File: config.mk
export PLATFORM = sky130hd
export DESIGN_NAME = prog_mem_flat
export DESIGN_NICKNAME = d
export VERILOG_FILES = /design/src/rtl/prog_mem_if.sv /design/src/rtl/prog_mem.sv /design/src/flat_wrapper.sv
export SDC_FILE = /design/constraint.sdc
export NUM_CORES = 1
export LEC_CHECK = 0
export ABC_AREA = 1
export BUFFER_PORTS_ARGS = -buffer_cell sky130_fd_sc_hd__buf_2
export CAP_MARGIN = 40
export CORE_MARGIN = 10
export CORE_UTILIZATION = 50
export CTS_BUF_LIST = sky130_fd_sc_hd__clkbuf_2
export CTS_CLUSTER_DIAMETER = 200
export CTS_CLUSTER_SIZE = 10
export DETAILED_ROUTE_END_ITERATION = 10
export PLACE_DENSITY = 0.69
export SETUP_SLACK_MARGIN = 0.5
export SYNTH_ARGS = -nofsm -noshare
export SYNTH_HDL_FRONTEND = slang
export SYNTH_SLANG_ARGS = --single-unit
File: constraint.sdc
create_clock -name clk -period 2.5 [get_ports clk]
set_input_delay 0.25 -clock clk [delete_from_list [all_inputs] [get_ports clk]]
set_output_delay 0.25 -clock clk [all_outputs]
set_load 0.005 [all_outputs]
File: src/rtl/prog_mem_if.sv
// rtl/prog_mem_if.sv - fetch and program-load bus of the instruction memory
interface prog_mem_if #(
  parameter int INS_W  = 9,
  parameter int ADDR_W = 4
);
  logic [ADDR_W-1:0] pc;
  logic              fetch_en;
  logic [INS_W-1:0]  res_ins;
  logic              ins_valid;
  logic              ld_start;
  logic [INS_W-1:0]  ld_data;
  logic              ld_valid;
  logic              ld_last;
  logic              ld_ready;
  logic              ld_done;
  logic              busy;

  modport master (
    output pc, fetch_en, ld_start, ld_data, ld_valid, ld_last,
    input  res_ins, ins_valid, ld_ready, ld_done, busy
  );

  modport slave (
    input  pc, fetch_en, ld_start, ld_data, ld_valid, ld_last,
    output res_ins, ins_valid, ld_ready, ld_done, busy
  );
endinterface

File: src/rtl/prog_mem.sv
// rtl/prog_mem.sv - instruction memory with NOP clear, registered fetch and streaming program load
module prog_mem #(
  parameter int               INS_W  = 9,
  parameter int               ADDR_W = 4,
  parameter logic [INS_W-1:0] NOP    = 9'b011000000
) (
  input  logic      clk,
  input  logic      rst,
  prog_mem_if.slave bus
);
  localparam int                DEPTH     = 1 << ADDR_W;
  localparam logic [ADDR_W-1:0] LAST_ADDR = '1;

  typedef enum logic [1:0] {CLEAR, RUN, LOAD} state_t;

  state_t            state_q, state_d;
  logic [ADDR_W-1:0] clr_ptr, ld_ptr;
  logic [INS_W-1:0]  mem [DEPTH];
  logic [INS_W-1:0]  res_ins_q;
  logic              ins_valid_q, ld_done_q;

  logic              we, fetch, done_d, load_end;
  logic [ADDR_W-1:0] waddr;
  logic [INS_W-1:0]  wdata;

  always_comb begin
    state_d  = state_q;
    we       = 1'b0;
    waddr    = clr_ptr;
    wdata    = NOP;
    fetch    = 1'b0;
    done_d   = 1'b0;
    load_end = 1'b0;
    case (state_q)
      CLEAR: begin
        we = 1'b1;
        if (clr_ptr == LAST_ADDR) state_d = RUN;
      end
      RUN: begin
        fetch = bus.fetch_en;
        if (bus.ld_start) state_d = LOAD;
      end
      LOAD: begin
        if (bus.ld_valid) begin
          we    = 1'b1;
          waddr = ld_ptr;
          wdata = bus.ld_data;
          // Ending on the top address keeps ld_ptr from ever wrapping.
          if (bus.ld_last || ld_ptr == LAST_ADDR) begin
            load_end = 1'b1;
            done_d   = 1'b1;
            state_d  = RUN;
          end
        end
      end
      default: state_d = CLEAR;
    endcase
  end

  always_ff @(posedge clk) begin
    if (rst) begin
      state_q     <= CLEAR;
      clr_ptr     <= '0;
      ld_ptr      <= '0;
      res_ins_q   <= NOP;
      ins_valid_q <= 1'b0;
      ld_done_q   <= 1'b0;
    end else begin
      state_q     <= state_d;
      ins_valid_q <= fetch;
      ld_done_q   <= done_d;
      if (fetch) res_ins_q <= mem[bus.pc];
      if (state_q == CLEAR) clr_ptr <= clr_ptr + 1'b1;
      else                  clr_ptr <= '0;
      if (state_q == RUN && bus.ld_start)                      ld_ptr <= '0;
      else if (state_q == LOAD && bus.ld_valid && !load_end)   ld_ptr <= ld_ptr + 1'b1;
    end
  end

  // Writes are suppressed on a reset edge; the following clear rewrites everything anyway.
  always_ff @(posedge clk) begin
    if (we && !rst) mem[waddr] <= wdata;
  end

  assign bus.res_ins   = res_ins_q;
  assign bus.ins_valid = ins_valid_q;
  assign bus.ld_done   = ld_done_q;
  assign bus.ld_ready  = (state_q == LOAD);
  assign bus.busy      = (state_q == CLEAR) || (state_q == LOAD);
endmodule

File: src/flat_wrapper.sv
// flat-port wrapper written by rule: the top's interface ports become plain ports
module prog_mem_flat 
#(
  parameter int               INS_W  = 9,
  parameter int               ADDR_W = 4,
  parameter logic [INS_W-1:0] NOP    = 9'b011000000
)
  (clk, rst, bus_pc, bus_fetch_en, bus_ld_start, bus_ld_data, bus_ld_valid, bus_ld_last, bus_res_ins, bus_ins_valid, bus_ld_ready, bus_ld_done, bus_busy);
  prog_mem_if #(.INS_W(INS_W), .ADDR_W(ADDR_W)) bus_i ();
  input  logic clk;
  input  logic rst;
  input wire logic [$bits(bus_i.pc)-1:0] bus_pc;
  input wire logic [$bits(bus_i.fetch_en)-1:0] bus_fetch_en;
  input wire logic [$bits(bus_i.ld_start)-1:0] bus_ld_start;
  input wire logic [$bits(bus_i.ld_data)-1:0] bus_ld_data;
  input wire logic [$bits(bus_i.ld_valid)-1:0] bus_ld_valid;
  input wire logic [$bits(bus_i.ld_last)-1:0] bus_ld_last;
  output wire logic [$bits(bus_i.res_ins)-1:0] bus_res_ins;
  output wire logic [$bits(bus_i.ins_valid)-1:0] bus_ins_valid;
  output wire logic [$bits(bus_i.ld_ready)-1:0] bus_ld_ready;
  output wire logic [$bits(bus_i.ld_done)-1:0] bus_ld_done;
  output wire logic [$bits(bus_i.busy)-1:0] bus_busy;
  assign bus_i.pc = bus_pc;
  assign bus_i.fetch_en = bus_fetch_en;
  assign bus_i.ld_start = bus_ld_start;
  assign bus_i.ld_data = bus_ld_data;
  assign bus_i.ld_valid = bus_ld_valid;
  assign bus_i.ld_last = bus_ld_last;
  assign bus_res_ins = bus_i.res_ins;
  assign bus_ins_valid = bus_i.ins_valid;
  assign bus_ld_ready = bus_i.ld_ready;
  assign bus_ld_done = bus_i.ld_done;
  assign bus_busy = bus_i.busy;
  prog_mem #(.INS_W(INS_W), .ADDR_W(ADDR_W), .NOP(NOP)) u_core (.clk(clk), .rst(rst), .bus(bus_i));
endmodule
==> results.json, run 1 <==
{
  "syn-mean-instance-area_um2": 9.96,
  "synth_cell_types": 28,
  "synth_edf_count": 144,
  "post-dp-hpwl_um": 10900,
  "clock.fmax_mhz": 506,
  "worstHoldPathCells": 4,
  "grt_use_total": 0.170,
  "reg2reg_depth": 8,
  "power.density_nw_per_um2": 612,
  "period_minus_slack_ps": 1980,
  "cts_sinks": 165,
  "power_leakage_nw": 3.44,
  "area_delta_synth_final_pct": 12.7,
  "pwr-share-comb": 0.068,
  "antenna_found_initial": 0,
  "core_area_um2": 13900,
  "synth.largest_area_cell": "edfxtp_1",
  "hp-start": "bus_ld_data[5]",
  "path_cells": "nor2_4 -> nand2_4 -> inv_1 -> or2_2 -> o21ai_1 -> nand2_1 -> nor2_1 -> buf_4",
  "grt_pass1_wl_um": 25700,
  "critPathTopFamily": "simple AND/OR/NAND/NOR gates",
  "reg2reg_to": "u_core.mem[4][0]",
  "place_ws_ps": 159,
  "clk-insertion-delay-late_ps": 760,
  "drc": 0,
  "worst_slew_pin_slew_ps": 641,
  "cts_tree": "yes",
  "finalCritPeriodShare": 0.791,
  "cp-endpoint": "u_core.mem[4][0]",
  "setup_viol": 0,
  "root_buffer": "clkbuf_2",
  "grt_max_degree": 73,
  "regToRegSetupSlack_ps": 520,
  "switchingPower_w": 0.00122,
  "die_h_um": 139,
  "finClkSkew_ps": 34.8,
  "path_max_fanout": 12,
  "fin_tns_setup_ps": 0,
  "numCtsBuffers": 17,
  "hold_viol": 0,
  "crit_path_start": "u_core.state_q[0]",
  "required_ps": 3010,
  "htreeDepth": 4,
  "slew_headroom": 0.572,
  "clk_path_buf_depth": 2,
  "synthesis.area_um2": 7120,
  "path_depth": 8,
  "start_util": 0.511,
  "synth_commonest_cells": "nand2_1, edfxtp_1, nand3_1",
  "setup_ws_ps": 523,
  "synth_top_cell_area_share": 0.607,
  "io_pins": 32,
  "ys_seq_elements": 165,
  "crit_arrival_ps": 2490,
  "clk_pin_slew_ps": 250,
  "rsz0062_at_grt": "yes",
  "critical_path_class": "register to register",
  "setup.worst_path.end_class": "register",
  "vdd_drop_max_uv": 348,
  "layout-drive-gt1-share": 0.148,
  "drt_iter0_drc": 463,
  "design_area_um2": 8020,
  "sw_frac_of_total": 0.248,
  "dieArea_um2": 19400,
  "internal_power_w": 0.00369,
  "syn-num-nets": 736,
  "ant_nets": 0,
  "dieWidth_um": 139,
  "worstHoldPathType": "input port to register",
  "wl_per_cell_um": 17.2,
  "slowest_delay_ps": 440,
  "cap_violations": 0,
  "yosysSeqAreaShare": 0.667,
  "placed_area_um2": 7500,
  "yosysWarnings": 0,
  "path_buf_inv": 2,
  "routabilityCongestion": 0.905,
  "synth-async-reset-ratio": 0,
  "slew_violations": 0,
  "vias": 5094,
  "seq_power_share": 0.613,
  "synth.most_common_cell": "nand2_1",
  "r2r_start": "u_core.state_q[0]",
  "power_frac_clock": 0.319,
  "drt-total-wl_um": 16700,
  "firstDrtPassIters": 6,
  "nets": 794,
  "status": "finished, final reports clean",
  "synth_ff_type": "edfxtp_1",
  "netlist_top_cells_area": "edfxtp_1, nand2_1, nand3_1",
  "grt_pass1_vias": 4914,
  "rows": 43,
  "worstSetupStartpointType": "register",
  "diodes": 0,
  "crit_path_top_delay_cell": "dfxtp_1",
  "overflow": 0,
  "netlist_instances": 715,
  "vias_per_cell": 5.27,
  "io_buffer_count": 31
}
logic make-up (layout without fill, tap and decap cells):
kind of cell / count (synthesis) / after routing / share of synthesized area
buffers and inverters: 120 / 188 / 0.0710
AOI/OAI and AO/OA: 29 / 29 / 0.0239
and+or+nand+nor: 399 / 402 / 0.235
DFF: 165 / 165 / 0.667
adders and majority gates: 2 / 2 / 0.00351
per-layer routing:
| metal | track usage | vias to the layer above | wire length [um] |
|---|---|---|---|
| li1 | - | 2456 | - |
| met1 | 0.197 | 2441 | 6820 |
| met2 | 0.297 | 167 | 8450 |
| met3 | 0.0367 | 30 | 992 |
| met4 | 0.0703 | 0 | 401 |
| met5 | 0 | - | 0 |
state kept, by name (all words and copies together), names as in the netlist:
name                  cells
u_core.mem              144
u_core.state_q            2
u_core.clr_ptr            4
u_core.bus.ld_done        1
u_core.ld_ptr             4
u_core.bus.res_ins        9
u_core.bus.ins_valid      1
worst min path at each step:
stage                                  to
global placement    u_core.bus.res_ins[7]
global route            u_core.mem[15][0]
detailed placement  u_core.bus.res_ins[7]
floorplan            u_core.bus.ins_valid
CTS                      u_core.mem[4][0]
finish                   u_core.mem[0][5]
placed cells by master (no fill, tap or decap), types with 7 or more instances in the layout:
master / n
clkbuf_2: 17
nor2_4: 10
inv_6: 7
o21a_1: 7
dlygate4sd3_1: 13
buf_4: 19
inv_1: 83
nand3_1: 94
nor2_1: 33
buf_2: 31
nand2_1: 247
o21ai_0: 10
edfxtp_1: 144
dfxtp_1: 21
layout make-up:
type                    instances  area (um^2)
repair buffers                 65          468
well taps                     180          225
clock buffers                  17         85.1
fillers                      1189         5910
flip-flops and latches        165         4740
multi-input cells             433         1970
clock inverters                15          189
inverters                      91          342
worst min-delay path, stage by stage:
cell and delay, ps:
buf_2 100, nand2_1 50, nor2_1 40, buf_4 210
per-stage QoR:
stage / hold slack (ps) / utilization / total power, W / std cells
after global placement: 449 / 0.538 / 0.00336 / 917
after detailed placement: 455 / 0.538 / 0.00337 / 917
after CTS: 4.22 / 0.572 / 0.00491 / 963
after floorplan: 322 / - / 0.00328 / 715
after global routing: 3.72 / 0.576 / 0.00508 / 966
final: 48.0 / 0.576 / 0.00491 / 966
power by group through the flow:
stage | logic [W] | registers (W) | clock network [W]
after global placement | 0.000296 | 0.00307 | 0
after global routing | 0.000374 | 0.00301 | 0.00169
final | 0.000336 | 0.00301 | 0.00156
after detailed placement | 0.000302 | 0.00307 | 0
after floorplan | 0.000214 | 0.00306 | 0
after CTS | 0.000321 | 0.00301 | 0.00158
what timing repair did:
action | in CTS | in global routing
resized for setup | 13 | 10
pin swaps | 1 | 3
hold buffers | 13 | 0
endpoints found under the hold margin | 22 | 0
setup buffers | 1 | 0
gates cloned | 0 | 3
setup endpoints to repair | 97 | 91
Power figures use the tool's default switching activity.
==> run 2: changes to the inputs <==
PLACE_DENSITY = 0.72   (was 0.69)
clock period = 1.7 ns   (was 2.5 ns; I/O delays follow)
==> run 2 against run 1 <==
The flow now finishes with violations (setup timing). Maximum frequency grew 2.3%. Utilization increased by 7.7 points. Final cell count grew 5.0%. Global-route usage rose by 2.0 points. Hold slack improved by 26 ps. Clock-buffer cell count did not move. Flip-flop and latch count unchanged. Clock power up 58%. Die area is the same. Sequential share of layout area is 6.7 points lower. Cell area grew 13%. Power up 54%. Critical path type unchanged. Critical endpoint is now u_core.mem[7][3]. Largest power group unchanged.
==> results.json, run 2 (synthesized netlist as in run 1, its figures left out) <==
{
  "p_total_w": 0.00757,
  "fillers": 1006,
  "setup.worst_path.end_class": "register",
  "seq_area_um2": 4760,
  "status": "finished, violations left",
  "cts_sinks": 165,
  "io_buffer_count": 31,
  "clk_pin_slew_ps": 250,
  "root_buffer": "clkbuf_2",
  "clock.fmax_mhz": 518,
  "worstHoldPathCells": 7,
  "largest_register_ffs": 144,
  "grt_pass1_vias": 5265,
  "rsz0062_at_grt": "yes",
  "worst_slew_pin_slew_ps": 568,
  "rows": 43,
  "holdWs_ps": 74.0,
  "finalCritPeriodShare": 1.14,
  "pwr-share-comb": 0.091,
  "drc": 0,
  "drt_iter0_drc": 664,
  "io_pins": 32,
  "dieWidth_um": 139,
  "cap_violations": 0,
  "switchingPower_w": 0.00184,
  "largest_register": "u_core.mem",
  "power_leakage_nw": 3.76,
  "nets": 842,
  "overflow": 0,
  "diodes": 0,
  "reg2reg_depth": 8,
  "grt_use_total": 0.190,
  "cts_tree": "yes",
  "slew_headroom": 0.619,
  "post-dp-hpwl_um": 11400,
  "final_cell_mix": "nand2_1, edfxtp_1, nand3_1",
  "grt_pass1_wl_um": 28700,
  "power_frac_clock": 0.325,
  "setup_ws_ps": -232,
  "slowest_delay_ps": 400,
  "wl_per_cell_um": 19.7,
  "crit_arrival_ps": 2370,
  "final_common_cell": "nand2_1",
  "dieArea_um2": 19400,
  "sw_frac_of_total": 0.243,
  "dp_cells": 917,
  "vdd_drop_max_uv": 533,
  "period_minus_slack_ps": 1930,
  "path_depth": 8,
  "hold_viol": 0,
  "stdcell_count": 1014,
  "path_max_fanout": 5,
  "violations": "setup timing",
  "area_delta_synth_final_pct": 27.7,
  "worstHoldPathType": "input port to register",
  "ant_nets": 0,
  "seq_power_share": 0.584,
  "antenna_found_initial": 0,
  "path_cells": "inv_2 -> nor2_4 -> nand2_4 -> buf_8 -> o21ai_4 -> nand2_4 -> buf_12 -> nor2_4",
  "vias_per_cell": 5.54,
  "worstSetupStartpointType": "register",
  "drt-total-wl_um": 20000,
  "layout-drive-gt1-share": 0.242,
  "path_buf_inv": 3,
  "critical_path_class": "register to register",
  "routabilityCongestion": 0.899,
  "setup_viol": 145,
  "start_util": 0.511,
  "core_area_um2": 13900,
  "clk-insertion-delay-late_ps": 750,
  "finClkSkew_ps": 48.1,
  "firstDrtPassIters": 7,
  "crit_path_top_delay_cell": "dfxtp_2",
  "vias": 5622,
  "grt_max_degree": 73,
  "power.density_nw_per_um2": 833,
  "critPathTopFamily": "simple AND/OR/NAND/NOR gates",
  "internal_power_w": 0.00573,
  "htreeDepth": 4,
  "multi_input_area_um2": 2380,
  "numCtsBuffers": 17,
  "slew_violations": 0,
  "die_h_um": 139,
  "required_ps": 2140,
  "clk_path_buf_depth": 2
}
==> run 2: cell types whose count changed in the layout (fill, tap and decap cells not counted), sizes merged <==
cell         previous run  this run
dlygate4sd3            13        15
bufinv                  3         5
inv                    96        89
buf                    52        84
clkbuf                 17        19
nor2                   47        57
clkinv                  6        10
clkinvlp                1         2
or2                     3         5
==> run 2: worst reg2reg max path, cell delays in order, from the launching register on <==
cell and delay (ps):
dfxtp_2 400, inv_2 50, nor2_4 130, nand2_4 100, buf_8 160, o21ai_4 260
nand2_4 160, buf_12 180, nor2_4 180
==> run 2: final timing paths <==
check,startpoint,to,slack [ps]
worst max-delay path,u_core.state_q[1],u_core.mem[7][3],-230
worst min-delay path,bus_pc[3],u_core.bus.res_ins[4],70
worst max register to register,u_core.state_q[1],u_core.mem[7][3],-230
worst min register to register,u_core.clr_ptr[0],u_core.clr_ptr[0],530
==> run 2: area by class of cell <==
class,count,area share
flip-flops and latches,165,0.524
multi-input cells,445,0.262
repair buffers,101,0.118
inverters,91,0.0394
well taps,180,0.0248
clock inverters,15,0.0230
clock buffers,17,0.00936
==> run 2: power by group through the flow <==
stage	Sequential, W	Clock, W	Combinational (W)
after floorplan	0.00450	0	0.000375
after global placement	0.00451	0	0.000505
after detailed placement	0.00451	0	0.000520
after CTS	0.00442	0.00245	0.000618
after global routing	0.00443	0.00265	0.000740
final	0.00442	0.00246	0.000690
==> run 2: repair_timing <==
item,4_1_cts,5_1_grt
gates resized for setup,29,57
gates cloned,14,3
pin swaps,31,21
endpoints found under the hold margin,165,0
buffers inserted,21,12
hold buffers,15,0
endpoints found under the setup margin,317,318
==> run 2: per-stage QoR <==
step                instance area [um^2]  TNS, ps   util  worst slack [ps]
floorplan                           7350        0      -              40.1
global placement                    7720    -8560  0.554             -98.2
detailed placement                  7760   -17840  0.557              -163
CTS                                 8730    -9030  0.626              -111
global route                        9090   -30550  0.652              -266
finish                              9090   -24600  0.652              -232
==> run 2: per-layer routing <==
metal | GRT usage | part of all wire | up-vias
met4 | 0.0599 | 0.028 | 0
met3 | 0.0446 | 0.087 | 47
li1 | - | - | 2554
met1 | 0.239 | 0.39 | 2705
met2 | 0.316 | 0.49 | 316
met5 | 0 | 0 | -
